**src/rtl/serial_subtractor_pkg.sv**
```systemverilog
// Shared definitions for the bit-serial subtractor: FSM state encodings.
package serial_subtractor_pkg;

    typedef enum logic [1:0] {
        IDLE  = 2'd0,
        SHIFT = 2'd1,
        DONE  = 2'd2
    } state_t;

endpackage

```
**src/rtl/serial_subtractor_fs1.sv**
```systemverilog
// Purely combinational 1-bit full subtractor: d = a - b - bin, bout = borrow.
module fs1 (
    input  logic a,
    input  logic b,
    input  logic bin,
    output logic d,
    output logic bout
);

    assign d    = a ^ b ^ bin;
    assign bout = (~a & b) | (~(a ^ b) & bin);

endmodule

```
**src/rtl/serial_subtractor.sv**
```systemverilog
// Bit-serial WIDTH-bit subtractor (Diff = A - B - Bin), LSB first, one bit per clock,
// with a start/busy/done handshake and registered outputs.
module serial_subtractor
    import serial_subtractor_pkg::*;
#(
    parameter int WIDTH = 4
) (
    input  logic             clk,
    input  logic             rst_n,
    input  logic             start,
    input  logic [WIDTH-1:0] A,
    input  logic [WIDTH-1:0] B,
    input  logic             Bin,
    output logic             busy,
    output logic             done,
    output logic [WIDTH-1:0] Diff,
    output logic             Bout
);

    localparam int CW = $clog2(WIDTH);
    localparam logic [CW-1:0] LAST = CW'(WIDTH - 1);

    state_t           state, state_nx;
    logic [CW-1:0]    cnt;
    logic [WIDTH-1:0] a_sh, b_sh, d_sh, d_sh_nx;
    logic             br, d_bit, br_nx;
    logic             accept, last;

    fs1 u_fs1 (
        .a    (a_sh[0]),
        .b    (b_sh[0]),
        .bin  (br),
        .d    (d_bit),
        .bout (br_nx)
    );

    // Each new difference bit enters at the MSB so the first bit ends at the LSB.
    assign d_sh_nx = {d_bit, d_sh[WIDTH-1:1]};

    always_comb begin
        state_nx = state;
        accept   = 1'b0;
        last     = 1'b0;
        case (state)
            IDLE: begin
                if (start) begin
                    state_nx = SHIFT;
                    accept   = 1'b1;
                end
            end
            SHIFT: begin
                if (cnt == LAST) begin
                    state_nx = DONE;
                    last     = 1'b1;
                end
            end
            DONE:    state_nx = IDLE;
            default: state_nx = IDLE;
        endcase
    end

    always_ff @(posedge clk or negedge rst_n) begin
        if (!rst_n) begin
            state <= IDLE;
            busy  <= 1'b0;
            done  <= 1'b0;
            Diff  <= '0;
            Bout  <= 1'b0;
            a_sh  <= '0;
            b_sh  <= '0;
            d_sh  <= '0;
            br    <= 1'b0;
            cnt   <= '0;
        end else begin
            state <= state_nx;
            busy  <= (state_nx == SHIFT);
            done  <= last;
            if (accept) begin
                a_sh <= A;
                b_sh <= B;
                br   <= Bin;
                d_sh <= '0;
                cnt  <= '0;
            end else if (state == SHIFT) begin
                a_sh <= a_sh >> 1;
                b_sh <= b_sh >> 1;
                br   <= br_nx;
                d_sh <= d_sh_nx;
                cnt  <= cnt + CW'(1);
            end
            // Result registers only move on the completing edge.
            if (last) begin
                Diff <= d_sh_nx;
                Bout <= br_nx;
            end
        end
    end

endmodule

```
**config.mk**
```make
export PLATFORM = sky130hd
export DESIGN_NAME = serial_subtractor
export DESIGN_NICKNAME = d
export VERILOG_FILES = /design/src/rtl/serial_subtractor_pkg.sv /design/src/rtl/serial_subtractor_fs1.sv /design/src/rtl/serial_subtractor.sv
export SDC_FILE = /design/constraint.sdc
export NUM_CORES = 1
export LEC_CHECK = 0
export CORE_UTILIZATION = 45
export CTS_BUF_LIST = sky130_fd_sc_hd__clkbuf_2
export DETAILED_ROUTE_END_ITERATION = 12
export PLACE_DENSITY = 0.74
export SYNTH_ARGS = -nofsm -noshare
export SYNTH_HDL_FRONTEND = slang
export SYNTH_SLANG_ARGS = --single-unit
```
**constraint.sdc**
```tcl
create_clock -name clk -period 3.38 [get_ports clk]
set_input_delay 0.676 -clock clk [delete_from_list [all_inputs] [get_ports clk]]
set_output_delay 0.676 -clock clk [all_outputs]
set_load 0.01 [all_outputs]
```
==> results of run 1 <==
## layout by cell type (no fill, tap or decap), types with 4 or more instances in the layout
cell	synthesis	layout
inv_1	7	7
mux2_1	4	4
clkbuf_2	0	4
clkdlybuf4s50_1	0	18
dfrtp_1	23	23
nor4b_1	4	4
a22o_1	4	4
nor3b_1	4	4
## logic make-up after synthesis
kind of cell,synth area share [%]
flops,55.2
simple gates,15.3
compound gates,14.1
buf+inv,6.00
mux,6.23
fa+ha+maj,3.12
## power groups by stage
stage / Clock (mW) / Combinational [mW] / Sequential (mW)
2_1_floorplan: 0 / 0.331 / 0.478
3_3_place_gp: 0 / 0.419 / 0.509
3_5_place_dp: 0 / 0.433 / 0.514
4_1_cts: 0.116 / 0.431 / 0.509
5_1_grt: 0.128 / 0.475 / 0.530
6_report: 0.110 / 0.424 / 0.508
## worst max path at each step
stage                 start       to  slack (ns)
global placement      start  a_sh[0]        1.30
detailed placement    start  a_sh[0]        1.27
CTS                 Diff[0]  Diff[0]        1.43
finish              Diff[0]  Diff[0]        1.46
global route        Diff[0]  Diff[0]        1.36
floorplan             start  a_sh[0]        2.00
## area by class of cell
| class | count | area [um^2] |
|---|---|---|
| fillers | 190 | 948 |
| repair buffers | 18 | 180 |
| flip-flops and latches | 23 | 576 |
| well taps | 28 | 35.0 |
| multi-input cells | 43 | 405 |
| inverters | 7 | 26.3 |
| clock buffers | 4 | 20.0 |
## flip-flops by register name, indices dropped and copies added, names as in the netlist
name   count
Diff       4
a_sh       4
b_sh       4
d_sh       3
cnt        2
state      2
Bout       1
br         1
busy       1
done       1
## per-stage QoR
step                instances  utilization, %  instance area (um^2)  hold WS, ns  total power [mW]
floorplan                  78               -                  1040        0.380             0.809
global placement          119            55.8                  1220        0.462             0.928
detailed placement        119            55.8                  1220        0.477             0.947
CTS                       123            56.7                  1240        0.517              1.06
global route              123            56.7                  1240        0.524              1.13
finish                    123            56.7                  1240        0.510              1.04
## per-layer routing
metal | global-route usage (%) | vias to the layer above | part of all wire, %
li1 | - | 324 | -
met1 | 20.5 | 335 | 46
met2 | 25.3 | 14 | 49
met3 | 2.73 | 2 | 3.2
met4 | 10.0 | 0 | 1.1
met5 | 0 | - | 0
==> qor.yml, run 1 <==
status: "completed"
cp_slowest_cell: "clkdlybuf4s50_1"
hold_viol_final: 0
cp.depth: 1
cts_inserted_buffers: 3
synth_area_per_cell_um2: 13.4
antenna_left: 0
antennaDiodeCount: 0
synth_top_area_share_pct: 55.2
drtIter0Drc: 16
grt_max_degree: 24
synthTopCellsByCount: "dfrtp_1 (23), inv_1 (7)"
portBuffers: 18
final-setup-viol-count: 0
path_buf_inv: 1
drive_above_1_share_pct: 10.5
cts.path.max_buffers: 2
r2r_start: "state[1]"
post_cts_buffers: 0
power.internal_mw: 0.682
setup_ws_ns: 1.46
dp.final_hpwl_um: 1170
worstPathMaxFanout: 2
p_per_area_mw_per_mm2: 839
p_sw_mw: 0.361
tightest_slew_ns: 0.982
fp.dieH_um: 50.2
rr_worst_depth: 2
cts_tree: "yes"
drv_cap: 0
crit_path_cell_trace: "clkdlybuf4s50_1"
synthArstFlopShare_pct: 100
comb_power_share_pct: 40.7
grt_overflow: 0
coreArea_mm2: 0.00219
via_per_inst: 5.49
relSlewSlack_pct: 34.3
p_clk_share_pct: 10.6
post_cts_resized: 0
synth_ff_type: "dfrtp_1"
rsz0062_at_grt: "false"
clk-insertion-delay-late_ns: 0.32
syn_area_mm2: 0.00104
cp-end-kind: "output port"
clock_sinks: 23
startpoint_type: "flop"
syn_inst: 78
route.detailed.drc: 0
antenna_found_initial: 0
grt_pass1_wl_um: 2930
start_util_pct: 47.6
yosysTopAreaCell: "dfrtp_1"
synth_most_common_cell: "dfrtp_1"
yosysSeqAreaShare_pct: 55.2
worstPathRequired_ns: 2.70
hold_end: "cnt[0]"
hp-start: "cnt[0]"
die_x_um: 50.2
via_count: 675
clk_pin_slew_ns: 0.21
io_pins: 19
clock.fmax_mhz: 521
slew_violations: 0
yosysUniqueCellTypes: 25
grt_use_total_pct: 16.1
yosys_warnings: 0
grt_pass1_vias: 653
final_nets: 110
htree_levels: 1
clock-root-buffer: "clkbuf_2"
ys_ff_latch: 23
criticalPathCategory: "reg -> out"
arrival_ns: 1.24
seqPwrFrac_pct: 48.8
hold_depth: 1
synthesis.nets: 92
row_count: 17
hold_path_class: "reg -> reg"
regToRegSetupSlack_ns: 1.92
synth.top_cells.by_area: "dfrtp_1 (55%), mux2_1 (4.3%), a22o_1 (3.4%)"
p_leak_nw: 0.585
critPathTopFamily: "buffers and inverters"
cts_hold_buf: 0
finClkSkew_ns: 0.0118
cpPeakStageDelay_ns: 0.53
timing.rr.end: "Diff[1]"
syn2layout_area_growth_pct: 19.1
swShare_pct: 34.6
gp_congestion: 0.718
vdd_drop_max_uv: 475
die-area_mm2: 0.00252
drt_wl_total_um: 1700
synth-edff-count: 0
fin_setup_tns_ns: 0
pre_cts_slack_ns: 1.27
min_period_over_period_pct: 56.8
avgRoutedWirePerCell_um: 13.8
period_needed_ns: 1.92
dr.pass1.iters: 5
Note: power is estimated with default switching activity, not from simulation.
==> run 2: changes to the inputs <==
Settings changed: PLACE_DENSITY 0.74 to 0.77.
Clock period 3.38 ns to 1.7 ns, I/O delays scaled along.
==> qor.yml, run 2 (synthesis gave the netlist of run 1 again) <==
status: "completed"  # unchanged
place_area_mm2: 0.00125  # was 0.00122 mm^2
drv_cap: 0  # unchanged
final-setup-viol-count: 0  # unchanged
post_cts_buffers: 0  # unchanged
final_util_pct: 58.1  # was 56.7%
drtIter0Drc: 9  # was 16
relSlewSlack_pct: 58.6  # was 34.3%
hold_ws_ns: 0.348  # was 0.510 ns
route.detailed.drc: 0  # unchanged
grt_max_degree: 24  # unchanged
grt_use_total_pct: 15.4  # was 16.1%
antenna_found_initial: 0  # unchanged
clk-insertion-delay-late_ns: 0.30  # was 0.32 ns
drt_wl_total_um: 1650  # was 1700 um
grt_pass1_vias: 658  # was 653
syn2layout_area_growth_pct: 21.9  # was 19.1%
cpPeakStageDelay_ns: 0.53  # about the same
coreArea_mm2: 0.00219  # unchanged
rsz0062_at_grt: "false"  # unchanged
final_cell_area_mm2: 0.00127  # was 0.00124 mm^2
grt_pass1_wl_um: 2880  # was 2930 um
dp.final_hpwl_um: 1240  # was 1170 um
cts_inserted_buffers: 3  # unchanged
period_needed_ns: 1.56
tightest_slew_ns: 0.620  # was 0.982 ns
slew_violations: 0  # unchanged
p_leak_nw: 0.605  # was 0.585 nW
cts_hold_buf: 0  # unchanged
avgRoutedWirePerCell_um: 13.0  # was 13.8 um
via_per_inst: 5.30  # was 5.49
final_nets: 114  # was 110
hold_path_class: "in -> async"  # was reg -> reg
die-area_mm2: 0.00252  # unchanged
row_count: 17  # unchanged
crit_path_cell_trace: "clkdlybuf4s50_1"  # unchanged
hold_viol_final: 0  # unchanged
die_x_um: 50.2  # unchanged
clock_sinks: 23  # unchanged
fp.dieH_um: 50.2  # unchanged
io_pins: 19  # unchanged
drive_above_1_share_pct: 14.1  # was 10.5%
vdd_drop_max_uv: 857  # was 475 uV
cts.path.max_buffers: 2  # unchanged
clk_pin_slew_ns: 0.19  # was 0.21 ns
reg.largest.list: "Diff x4, a_sh x4, b_sh x4"  # unchanged
post_cts_resized: 0  # unchanged
p_per_area_mw_per_mm2: 1660  # was 839 mW/mm^2
path_buf_inv: 1  # unchanged
fin_setup_tns_ns: 0  # unchanged
arrival_ns: 1.22  # was 1.24 ns
start_util_pct: 47.6  # unchanged
clock-root-buffer: "clkbuf_2"  # unchanged
multi_input_area_um2: 405  # unchanged
worstPathRequired_ns: 1.36  # was 2.70 ns
min_period_over_period_pct: 91.8
cp_slowest_cell: "clkdlybuf4s50_1"  # unchanged
criticalPathCategory: "reg -> out"  # unchanged
critPathTopFamily: "buffers and inverters"  # unchanged
power.total_mw: 2.11  # was 1.04 mW
layout_commonest_cell: "dfrtp_1"  # unchanged
final_cell_mix: "dfrtp_1 (23), clkdlybuf4s50_1 (18), inv_1 (7)"  # unchanged
worstPathMaxFanout: 2  # unchanged
finClkSkew_ns: 0.00279  # was 0.0118 ns
htree_levels: 1  # unchanged
cp-end-kind: "output port"  # unchanged
clock.fmax_mhz: 641
gp_congestion: 0.777  # was 0.718
seq_area_um2: 576  # unchanged
antennaDiodeCount: 0  # unchanged
dr.pass1.iters: 4  # was 5
antenna_left: 0  # unchanged
cts_tree: "yes"  # unchanged
portBuffers: 18  # unchanged
fill_cells: 175  # was 190
via_count: 673  # was 675
startpoint_type: "flop"  # unchanged
grt_overflow: 0  # unchanged
-- run 2: cell count changes in the layout (fill, tap and decap cells not counted), sizes merged --
cell,before,now
buf,0,4
-- run 2: power by group --
| part | internal, mW | total, mW | leakage [nW] | switching, mW |
|---|---|---|---|---|
| clock network | 0.0624 | 0.207 | 0.0166 | 0.145 |
| registers | 0.794 | 1.01 | 0.282 | 0.214 |
| logic | 0.535 | 0.896 | 0.306 | 0.361 |
| total | 1.39 | 2.11 | 0.605 | 0.720 |
-- run 2: layout make-up --
cell class	instances	area share, %
flip-flops and latches	23	45.2
clock buffers	4	1.57
well taps	28	2.75
multi-input cells	43	31.9
inverters	7	2.06
repair buffers	22	16.5
-- run 2: stage by stage --
step / std cells / worst slack, ns
floorplan: 78 / 0.465
global placement: 123 / 0.139
detailed placement: 123 / 0.0762
CTS: 127 / 0.108
global route: 127 / 0.0261
finish: 127 / 0.139
-- run 2: worst paths after layout --
check / startpoint / endpoint / slack (ns) / cells past startpoint
max: Diff[3] / Diff[3] / 0.14 / 1
min: rst_n / d_sh[3] / 0.35 / 2
max reg2reg: state[1] / Diff[3] / 0.23 / 2
min reg2reg: cnt[0] / cnt[0] / 0.49 / 1
max in group asynchronous: rst_n / Diff[2] / 1.14 / 2
min in group clk: cnt[0] / cnt[0] / 0.49 / 1
-- run 2: worst reg2reg max path, stage by stage, from the launching register on --
cell and delay (ns):
dfrtp_1 0.74, nand3b_4 0.30, mux2_1 0.34
-- run 2: metal layers --
metal / track usage (%) / vias up / part of all wire (%)
met5: 0 / - / 0
met3: 2.73 / 2 / 3.5
met1: 20.7 / 324 / 48
met2: 24.7 / 14 / 48
met4: 5.71 / 0 / 0.49
li1: - / 333 / -
==> run 3: changes to the inputs <==
Settings changed: CORE_UTILIZATION 45 to 48, PLACE_DENSITY 0.77 to 0.81.
==> qor.yml, run 3 (synthesis gave the netlist of run 1 again) <==
arrival_ns: 1.26  # was 1.22 ns
worstPathMaxFanout: 2  # unchanged
post_cts_buffers: 0  # unchanged
avgRoutedWirePerCell_um: 14.5  # was 13.0 um
drt_wl_total_um: 1840  # was 1650 um
clk-insertion-delay-late_ns: 0.33  # was 0.30 ns
clock-root-buffer: "clkbuf_2"  # unchanged
hold_path_class: "in -> async"  # unchanged
hold_ws_ns: 0.314  # was 0.348 ns
gp_congestion: 0.741  # was 0.777
cts_tree: "yes"  # unchanged
via_per_inst: 5.54  # was 5.30
cpPeakStageDelay_ns: 0.53  # about the same
antenna_found_initial: 0  # unchanged
instances_no_fill: 127  # unchanged
path_buf_inv: 1  # unchanged
clk_pin_slew_ns: 0.22  # was 0.19 ns
grt_max_degree: 24  # unchanged
vdd_drop_max_uv: 1280  # was 857 uV
row_count: 16  # was 17
startpoint_type: "flop"  # unchanged
htree_levels: 1  # unchanged
power.total_mw: 2.13  # was 2.11 mW
slew_violations: 0  # unchanged
die-area_mm2: 0.00236  # was 0.00252 mm^2
hold_viol_final: 0  # unchanged
cts_inserted_buffers: 3  # unchanged
layout_commonest_cell: "dfrtp_1"  # unchanged
drv_cap: 0  # unchanged
finClkSkew_ns: 0.0196  # was 0.00279 ns
criticalPathCategory: "reg -> out"  # unchanged
clock.fmax_mhz: 626  # was 641 MHz
place_area_mm2: 0.00126  # was 0.00125 mm^2
dr.pass1.iters: 4  # unchanged
route.detailed.drc: 0  # unchanged
clock_sinks: 23  # unchanged
final_cell_area_mm2: 0.00128  # was 0.00127 mm^2
syn2layout_area_growth_pct: 22.5  # was 21.9%
rsz0062_at_grt: "false"  # unchanged
p_per_area_mw_per_mm2: 1670  # was 1660 mW/mm^2
fin_setup_tns_ns: 0  # unchanged
relSlewSlack_pct: 59.7  # was 58.6%
status: "completed"  # unchanged
grt_use_total_pct: 18.6  # was 15.4%
p_leak_nw: 0.610  # was 0.605 nW
final_nets: 115  # was 114
dp.final_hpwl_um: 1290  # was 1240 um
fp.dieH_um: 48.6  # was 50.2 um
cts.path.max_buffers: 2  # unchanged
coreArea_mm2: 0.00200  # was 0.00219 mm^2
cp_slowest_cell: "clkdlybuf4s50_1"  # unchanged
via_count: 704  # was 673
start_util_pct: 52.1  # was 47.6%
die_x_um: 48.6  # was 50.2 um
final-setup-viol-count: 0  # unchanged
drtIter0Drc: 11  # was 9
antennaDiodeCount: 0  # unchanged
portBuffers: 18  # unchanged
setup_ws_ns: 0.102  # was 0.139 ns
reg.largest.list: "Diff x4, a_sh x4, b_sh x4"  # unchanged
io_pins: 19  # unchanged
final_cell_mix: "dfrtp_1 (23), clkdlybuf4s50_1 (18), inv_1 (7)"  # unchanged
post_cts_resized: 0  # unchanged
worstPathRequired_ns: 1.36  # about the same
cts_hold_buf: 0  # unchanged
final_util_pct: 63.9  # was 58.1%
placed_cells: 123  # unchanged
cp-end-kind: "output port"  # unchanged
drive_above_1_share_pct: 15.0  # was 14.1%
grt_overflow: 0  # unchanged
period_needed_ns: 1.60  # was 1.56 ns
antenna_left: 0  # unchanged
grt_pass1_vias: 744  # was 658
min_period_over_period_pct: 94.0  # was 91.8%
crit_path_cell_trace: "clkdlybuf4s50_1"  # unchanged
tightest_slew_ns: 0.605  # was 0.620 ns
pre_cts_slack_ns: 0.00683  # was 0.0762 ns
grt_pass1_wl_um: 3370  # was 2880 um
critPathTopFamily: "buffers and inverters"  # unchanged
run 3: cell count changes in the layout (fill, tap and decap cells not counted), sizes merged:
cell    delta
buf        +1
clkbuf     -1
clkinv     +1
run 3: power breakdown:
group	total [mW]	switching [mW]	internal [mW]
combinational	0.919	0.382	0.537
sequential	1.00	0.207	0.795
clock	0.213	0.160	0.0533
total	2.13	0.749	1.38
run 3: final timing paths:
check | from | end | slack [ns] | cells past startpoint
max | Diff[0] | Diff[0] | 0.10 | 1
min | rst_n | a_sh[2] | 0.31 | 2
max reg2reg | state[0] | Diff[3] | 0.24 | 2
max in group asynchronous | rst_n | Diff[1] | 1.13 | 2
min in group clk | b_sh[3] | b_sh[3] | 0.51 | 1
min reg2reg | b_sh[3] | b_sh[3] | 0.51 | 1
run 3: final cells by class:
cell class	count	area, um^2
clock inverters	1	5.00
repair buffers	23	218
well taps	27	33.8
clock buffers	3	15.0
inverters	7	26.3
flip-flops and latches	23	576
multi-input cells	43	405
fillers	159	723
run 3: layer usage:
metal | part of all wire [%] | vias to the layer above | global-route usage (%)
met5 | 0 | - | 0
met4 | 0.60 | 0 | 4.41
met3 | 5.2 | 2 | 5.97
met2 | 46 | 18 | 29.6
met1 | 48 | 353 | 24.7
li1 | - | 331 | -
